--- src/rtl/mem_wb_stage_if.sv ---
// Data-memory request/response bus between the MEM stage and the data memory.
// The stage side (master) drives a registered request. The memory side (slave)
// answers with read data and an acknowledge.
interface mem_wb_stage_if #(
  parameter int DATA_W = 32
);
  logic              dmem_req;
  logic              dmem_we;
  logic [DATA_W-1:0] dmem_addr;
  logic [DATA_W-1:0] dmem_wdata;
  logic [DATA_W-1:0] dmem_rdata;
  logic              dmem_ack;

  modport master (
    output dmem_req,
    output dmem_we,
    output dmem_addr,
    output dmem_wdata,
    input  dmem_rdata,
    input  dmem_ack
  );

  modport slave (
    input  dmem_req,
    input  dmem_we,
    input  dmem_addr,
    input  dmem_wdata,
    output dmem_rdata,
    output dmem_ack
  );
endinterface

--- src/rtl/mem_wb_stage.sv ---
// MEM stage plus MEM/WB pipeline register.
// Aligned loads and stores run through a three-state access FSM
// (IDLE -> REQ -> DONE), and the EX/MEM register is stalled until DONE.
// Misaligned memory ops are dropped: no request, no register write, and a
// one-cycle error pulse. Non-memory ops pass to writeback in one cycle.
module mem_wb_stage #(
  parameter int DATA_W = 32
) (
  input  logic              clk,
  input  logic              rst_n,
  input  logic              MemtoReg_mem,
  input  logic              RegWrite_mem,
  input  logic              MemWrite_mem,
  input  logic [DATA_W-1:0] ALUResult_mem,
  input  logic [DATA_W-1:0] MemWriteData_mem,
  input  logic [4:0]        rdAddr_mem,
  mem_wb_stage_if.master    dmem,
  output logic              stall_mem,
  output logic              RegWrite_wb,
  output logic [4:0]        rdAddr_wb,
  output logic [DATA_W-1:0] WriteData_wb,
  output logic              misalign_err
);

  typedef enum logic [1:0] {
    IDLE = 2'd0,
    REQ  = 2'd1,
    DONE = 2'd2
  } state_t;

  state_t            state;
  logic [DATA_W-1:0] rdata_q;

  logic memop;
  logic misaligned;
  logic go_mem;

  // Force the byte offset to zero, giving a word-aligned bus address.
  function automatic logic [DATA_W-1:0] word_align(input logic [DATA_W-1:0] addr);
    return {addr[DATA_W-1:2], 2'b00};
  endfunction

  // Decode the instruction in EX/MEM, and hold EX/MEM until the access reaches DONE.
  always_comb begin
    memop      = MemtoReg_mem | MemWrite_mem;
    misaligned = memop & (ALUResult_mem[1:0] != 2'b00);
    go_mem     = memop & ~misaligned;
    stall_mem  = rst_n & go_mem & (state != DONE);
  end

  // Access FSM: the request fields are registered and stay frozen while REQ waits for ack.
  always_ff @(posedge clk) begin
    if (!rst_n) begin
      state           <= IDLE;
      dmem.dmem_req   <= 1'b0;
      dmem.dmem_we    <= 1'b0;
      dmem.dmem_addr  <= '0;
      dmem.dmem_wdata <= '0;
      rdata_q         <= '0;
    end else begin
      case (state)
        IDLE: begin
          if (go_mem) begin
            state           <= REQ;
            dmem.dmem_req   <= 1'b1;
            dmem.dmem_we    <= MemWrite_mem;
            dmem.dmem_addr  <= word_align(ALUResult_mem);
            dmem.dmem_wdata <= MemWriteData_mem;
          end
        end
        REQ: begin
          // An ack counts only while our request is up; a stray ack is ignored.
          if (dmem.dmem_req && dmem.dmem_ack) begin
            rdata_q       <= dmem.dmem_rdata;
            dmem.dmem_req <= 1'b0;
            state         <= DONE;
          end
        end
        DONE: begin
          state <= IDLE;
        end
        default: begin
          state         <= IDLE;
          dmem.dmem_req <= 1'b0;
        end
      endcase
    end
  end

  // MEM/WB register: a stalled edge inserts a bubble, and an advancing edge loads the result.
  always_ff @(posedge clk) begin
    if (!rst_n) begin
      RegWrite_wb  <= 1'b0;
      rdAddr_wb    <= '0;
      WriteData_wb <= '0;
      misalign_err <= 1'b0;
    end else begin
      misalign_err <= misaligned;
      if (stall_mem) begin
        RegWrite_wb <= 1'b0;
      end else begin
        rdAddr_wb   <= rdAddr_mem;
        // Any memory op (a store as well) reports the word captured on its ack.
        // Only ALU ops forward the ALU result.
        WriteData_wb <= memop ? rdata_q : ALUResult_mem;
        RegWrite_wb  <= RegWrite_mem & (rdAddr_mem != 5'd0) & ~misaligned;
      end
    end
  end

endmodule

--- src/flat_wrapper.sv ---
// flat-port wrapper written by rule: the top's interface ports become plain ports
module mem_wb_stage_flat 
#(
  parameter int DATA_W = 32
)
  (clk, rst_n, MemtoReg_mem, RegWrite_mem, MemWrite_mem, ALUResult_mem, MemWriteData_mem, rdAddr_mem, stall_mem, RegWrite_wb, rdAddr_wb, WriteData_wb, misalign_err, dmem_dmem_req, dmem_dmem_we, dmem_dmem_addr, dmem_dmem_wdata, dmem_dmem_rdata, dmem_dmem_ack);
  mem_wb_stage_if #(.DATA_W(DATA_W)) dmem_i ();
  input  logic clk;
  input  logic rst_n;
  input  logic MemtoReg_mem;
  input  logic RegWrite_mem;
  input  logic MemWrite_mem;
  input  logic [DATA_W-1:0] ALUResult_mem;
  input  logic [DATA_W-1:0] MemWriteData_mem;
  input  logic [4:0] rdAddr_mem;
  output logic stall_mem;
  output logic RegWrite_wb;
  output logic [4:0] rdAddr_wb;
  output logic [DATA_W-1:0] WriteData_wb;
  output logic misalign_err;
  output wire logic [$bits(dmem_i.dmem_req)-1:0] dmem_dmem_req;
  output wire logic [$bits(dmem_i.dmem_we)-1:0] dmem_dmem_we;
  output wire logic [$bits(dmem_i.dmem_addr)-1:0] dmem_dmem_addr;
  output wire logic [$bits(dmem_i.dmem_wdata)-1:0] dmem_dmem_wdata;
  input wire logic [$bits(dmem_i.dmem_rdata)-1:0] dmem_dmem_rdata;
  input wire logic [$bits(dmem_i.dmem_ack)-1:0] dmem_dmem_ack;
  assign dmem_dmem_req = dmem_i.dmem_req;
  assign dmem_dmem_we = dmem_i.dmem_we;
  assign dmem_dmem_addr = dmem_i.dmem_addr;
  assign dmem_dmem_wdata = dmem_i.dmem_wdata;
  assign dmem_i.dmem_rdata = dmem_dmem_rdata;
  assign dmem_i.dmem_ack = dmem_dmem_ack;
  mem_wb_stage #(.DATA_W(DATA_W)) u_core (.clk(clk), .rst_n(rst_n), .MemtoReg_mem(MemtoReg_mem), .RegWrite_mem(RegWrite_mem), .MemWrite_mem(MemWrite_mem), .ALUResult_mem(ALUResult_mem), .MemWriteData_mem(MemWriteData_mem), .rdAddr_mem(rdAddr_mem), .dmem(dmem_i), .stall_mem(stall_mem), .RegWrite_wb(RegWrite_wb), .rdAddr_wb(rdAddr_wb), .WriteData_wb(WriteData_wb), .misalign_err(misalign_err));
endmodule
--- config.mk ---
export PLATFORM = sky130hd
export DESIGN_NAME = mem_wb_stage_flat
export DESIGN_NICKNAME = d
export VERILOG_FILES = /design/src/rtl/mem_wb_stage_if.sv /design/src/rtl/mem_wb_stage.sv /design/src/flat_wrapper.sv
export SDC_FILE = /design/constraint.sdc
export NUM_CORES = 1
export LEC_CHECK = 0
export BUFFER_PORTS_ARGS = -buffer_cell sky130_fd_sc_hd__buf_4
export CORE_MARGIN = 8
export CORE_UTILIZATION = 46
export CTS_BUF_LIST = sky130_fd_sc_hd__clkbuf_4 sky130_fd_sc_hd__clkbuf_8
export DETAILED_ROUTE_END_ITERATION = 8
export HOLD_SLACK_MARGIN = 0.12
export PLACE_DENSITY = 0.79
export SLEW_MARGIN = 20
export SYNTH_ARGS = -nofsm -noshare
export SYNTH_HDL_FRONTEND = slang
export SYNTH_SLANG_ARGS = --single-unit
export TNS_END_PERCENT = 5
--- constraint.sdc ---
create_clock -name clk -period 1.53 [get_ports clk]
set_input_delay 0.2295 -clock clk [delete_from_list [all_inputs] [get_ports clk]]
set_output_delay 0.2295 -clock clk [all_outputs]
set_load 0.005 [all_outputs]
==> summary by stage <==
Outcome
The flow ran to the end, and the final reports show no timing, DRC or antenna violations.

Power and ir drop
For this design the static power due to leakage is 3.65 nW. The total power consumption of the routed design is 7.70 mW. The part of the power in registers is 0.492. The internal power contribution is 5.86 mW. The power density over cell area is 882 mW/mm2. The peak supply drop is 0.543 mV.

The fraction of power spent switching nets is 0.239. For this design the total switching power over the nets is 1.84 mW. The share of total power dissipated in combinational logic is 0.155.

The part of the total power dissipated in the clock network is 0.352.

Job
The number of max-cap violations is 0.

GRT
The first global-routing pass estimated 30,500 um of wire. Summed over all layers, the global routing overflow is 0. The pin count of the biggest net entering global routing is 107. The initial antenna violation count came to 2. Across every metal layer, demand over resource in global routing totals 0.237. The number of global-route vias before repair is 6,017.

Synthesis
The synthesis warning total is 0. For this run, the register share of the synthesized area comes to 0.491. The register bit total from synthesis is about 140. The synthesized area divided by synthesized cell count is 8.60 um2. In the post-synthesis netlist, the biggest area contributors are sky130_fd_sc_hd__dfxtp_1 49%, sky130_fd_sc_hd__nand2_1 13%, sky130_fd_sc_hd__mux2i_1 12%. The share of synthesized area in the top cell type comes to 0.491. The mapped netlist covers 0.00559 mm2. The biggest area contributor in the post-synthesis netlist is sky130_fd_sc_hd__dfxtp_1.

After synthesis, the netlist uses 30 different library cells. The cell count after synthesis came out at 650.

Worst hold path
The type of the tightest min-delay check is in2reg. The number of cells on the worst hold path is 3.

Timing
The routed design could run at a clock period as short as 1.44 ns. The hold violation count in the final report was 0. Setup violations remaining at the end of the flow were counted as 0. The setup TNS after final layout is 0 ns. Setup repair after global routing left no endpoint under its margin. The number of pins exceeding their max-slew limit in the final report is 0. The smallest setup slack after layout is 0.0873 ns. The maximum frequency from static timing analysis is 693 MHz. The worst-case clock skew is 0.0121 ns.

The worst-case hold slack is 0.149 ns. The fraction of the cycle the final worst path needs is 0.943.

Drt
The total wire length after detailed routing is 19,000 um. The detailed router finished its first iteration with around 480 violations. The iteration count of the initial detailed-routing pass is 8.

After detailed routing, the number of remaining DRC violations is 0. The detail route stage leaves a number of antenna-violating nets equal to 0. The detailed-route vias per instance is 5.21. The per-cell routed wire length is between 15 and 20 um.

Summing over every cut layer, the via total after detailed routing is around 5,800.

Finish
Once layout is complete, the cells apart from fillers number 1,110. The number of nets in the final layout is 1,056. Relative to the synthesized area, the layout overhead comes to 56.2%. Measured on the finished design, the core utilization comes to 0.730. Once layout is done, the placed cells without fillers occupy 0.00873 mm2. Of the cells placed in the final design, the portion with a size suffix greater than 1 is 0.287. The layout has 825 filler cells.

CTS
After clock tree synthesis, the clock-pin slew on the worst setup and hold paths is 0.07 ns. At the later pin of the worst-skew pair, clock insertion delay measures roughly 0.44 ns. The TritonCTS clock tree is built. The root buffer cell chosen for the clock tree is sky130_fd_sc_hd__clkbuf_8. CTS saw 137 sinks. The clock buffer count from CTS is 17. Counting along the longest clock path gives a buffer depth of 2.

In this run the number of H-tree levels came out at 4.

Placement
The final estimated routing congestion in global placement is 0.801. Input and output buffers added on the ports amount to 210. The sum of net half-perimeters after detailed placement is about 12,000 um. The total instance count after detailed placement is around 970. OpenSTA, run right after detailed placement, puts the worst setup slack at -0.0433 ns. The standard cell area after detailed placement is 0.00731 mm2.

Floorplan
The x dimension of the die is 126 um. The boundary pin count is 213. The core region area is roughly 0.012 mm2.

The die area is around 0.016 mm2. The starting utilization of the core area is 0.467. The standard-cell row count is 40. The height of the die is 126 um.

Worst setup path
The critical path start-end classification is reg2out. STA classifies the critical path endpoint as an output pin. The number of cells on the worst reg-to-reg path is 4. The element type at the critical path start is a register. Of all nets on the critical path, the largest fanout is 7.

Data on the critical path arrives at its endpoint at between 1 and 1.5 ns. STA puts the critical path data required time at around 1.3 ns.
[synth_stat cells]
cell type / n
sky130_fd_sc_hd__mux2i_1: 68
sky130_fd_sc_hd__nand2b_1: 2
sky130_fd_sc_hd__nor2b_1: 1
sky130_fd_sc_hd__dfxtp_1: 137
sky130_fd_sc_hd__buf_6: 1
sky130_fd_sc_hd__nand4b_1: 1
sky130_fd_sc_hd__a21oi_1: 2
sky130_fd_sc_hd__and2_1: 2
sky130_fd_sc_hd__o211ai_1: 1
sky130_fd_sc_hd__or4_1: 1
sky130_fd_sc_hd__o21ai_0: 65
sky130_fd_sc_hd__a21boi_0: 17
sky130_fd_sc_hd__nand2_1: 201
sky130_fd_sc_hd__buf_8: 1
sky130_fd_sc_hd__nor3_1: 1
sky130_fd_sc_hd__nor2_1: 4
sky130_fd_sc_hd__clkbuf_1: 45
sky130_fd_sc_hd__a31oi_1: 32
sky130_fd_sc_hd__buf_4: 3
sky130_fd_sc_hd__or2_1: 1
sky130_fd_sc_hd__or2_2: 1
sky130_fd_sc_hd__conb_1: 1
sky130_fd_sc_hd__and4b_1: 1
sky130_fd_sc_hd__a21boi_1: 15
sky130_fd_sc_hd__o21a_1: 2
sky130_fd_sc_hd__buf_12: 4
sky130_fd_sc_hd__nor3_2: 1
sky130_fd_sc_hd__nand3_1: 32
sky130_fd_sc_hd__nor4_4: 1
sky130_fd_sc_hd__buf_2: 6
[power by group through the flow]
stage | Sequential [mW] | Clock, mW | Combinational, mW
final | 3.79 | 2.71 | 1.19
after floorplan | 3.87 | 0 | 0.410
after global routing | 3.80 | 2.95 | 1.29
after CTS | 3.79 | 2.76 | 1.18
after global placement | 3.86 | 0 | 0.942
after detailed placement | 3.87 | 0 | 0.962
[state kept, by name, summed over array words and instances, names as in the netlist, 2 cells and up]
signal / count
u_core.WriteData_wb: 32
u_core.dmem.dmem_addr: 30
u_core.dmem.dmem_wdata: 32
u_core.rdAddr_wb: 5
u_core.rdata_q: 32
u_core.state: 2
[routing by layer]
layer / part of all wire / track usage / vias to the layer above / wire [um]
met3: 0.079 / 0.0802 / 51 / 1490
met5: 0 / 0 / - / 0
met4: 0.033 / 0.127 / 0 / 624
met1: 0.38 / 0.248 / 2699 / 7220
met2: 0.51 / 0.411 / 242 / 9640
li1: - / - / 2788 / -
[worst max-delay path, stage by stage, from the launching register on]
cell and delay, ns:
sky130_fd_sc_hd__dfxtp_4 0.37, sky130_fd_sc_hd__nor2b_4 0.14, sky130_fd_sc_hd__nor3_2 0.13, sky130_fd_sc_hd__buf_4 0.15
[area by class of cell]
class / count / area (um2) / share of cell area
Timing Repair Buffer: 339 / 2890 / 0.331
Sequential cell: 137 / 2750 / 0.315
Multi-Input combinational cell: 454 / 2540 / 0.291
Clock buffer: 29 / 355 / 0.0407
Tap cell: 147 / 184 / 0.0211
Clock inverter: 2 / 10.0 / 0.00115
Antenna cell: 2 / 5.00 / 0.000573
[cells by family (layout without fill, tap and decap cells)]
logic type / after synthesis / in the layout / share of synthesized area
AND/OR/NAND/NOR: 250 / 250 / 0.185
other: 1 / 4 / 0.000671
AO/OA/AOI/OAI: 134 / 134 / 0.143
multiplexers: 68 / 68 / 0.122
flip-flops: 137 / 137 / 0.491
buffers and inverters: 60 / 370 / 0.0587
[layout by cell type (no fill, tap or decap), types with 3 or more instances in the layout]
cell type,n
sky130_fd_sc_hd__clkbuf_8,22
sky130_fd_sc_hd__clkbuf_4,7
sky130_fd_sc_hd__buf_4,230
sky130_fd_sc_hd__a21boi_1,15
sky130_fd_sc_hd__nand3_1,32
sky130_fd_sc_hd__dfxtp_1,135
sky130_fd_sc_hd__mux2i_1,68
sky130_fd_sc_hd__a21boi_0,17
sky130_fd_sc_hd__buf_12,7
sky130_fd_sc_hd__o21ai_0,65
sky130_fd_sc_hd__nor2_1,3
sky130_fd_sc_hd__dlygate4sd3_1,102
sky130_fd_sc_hd__a31oi_1,32
sky130_fd_sc_hd__nand2_1,201
[final timing paths]
| kind | start | end | slack [ns] |
|---|---|---|---|
| worst max-delay path | u_core.state[1] | stall_mem | 0.09 |
| worst min register to register | u_core.dmem.dmem_addr[21] | u_core.dmem.dmem_addr[21] | 0.46 |
| worst max register to register | u_core.state[1] | u_core.dmem.dmem_wdata[1] | 0.13 |
| worst min-delay path | rst_n | u_core.misalign_err | 0.15 |
[timing repair]
item | in CTS | in global routing
endpoints found under the hold margin | 127 | 0
hold buffers | 102 | 0
gates resized for setup | 4 | 2
buffers inserted | 1 | 0
pin swaps | 0 | 1
endpoints found under the setup margin | 1 | 1
No activity file was read; power rests on OpenSTA's default activity.
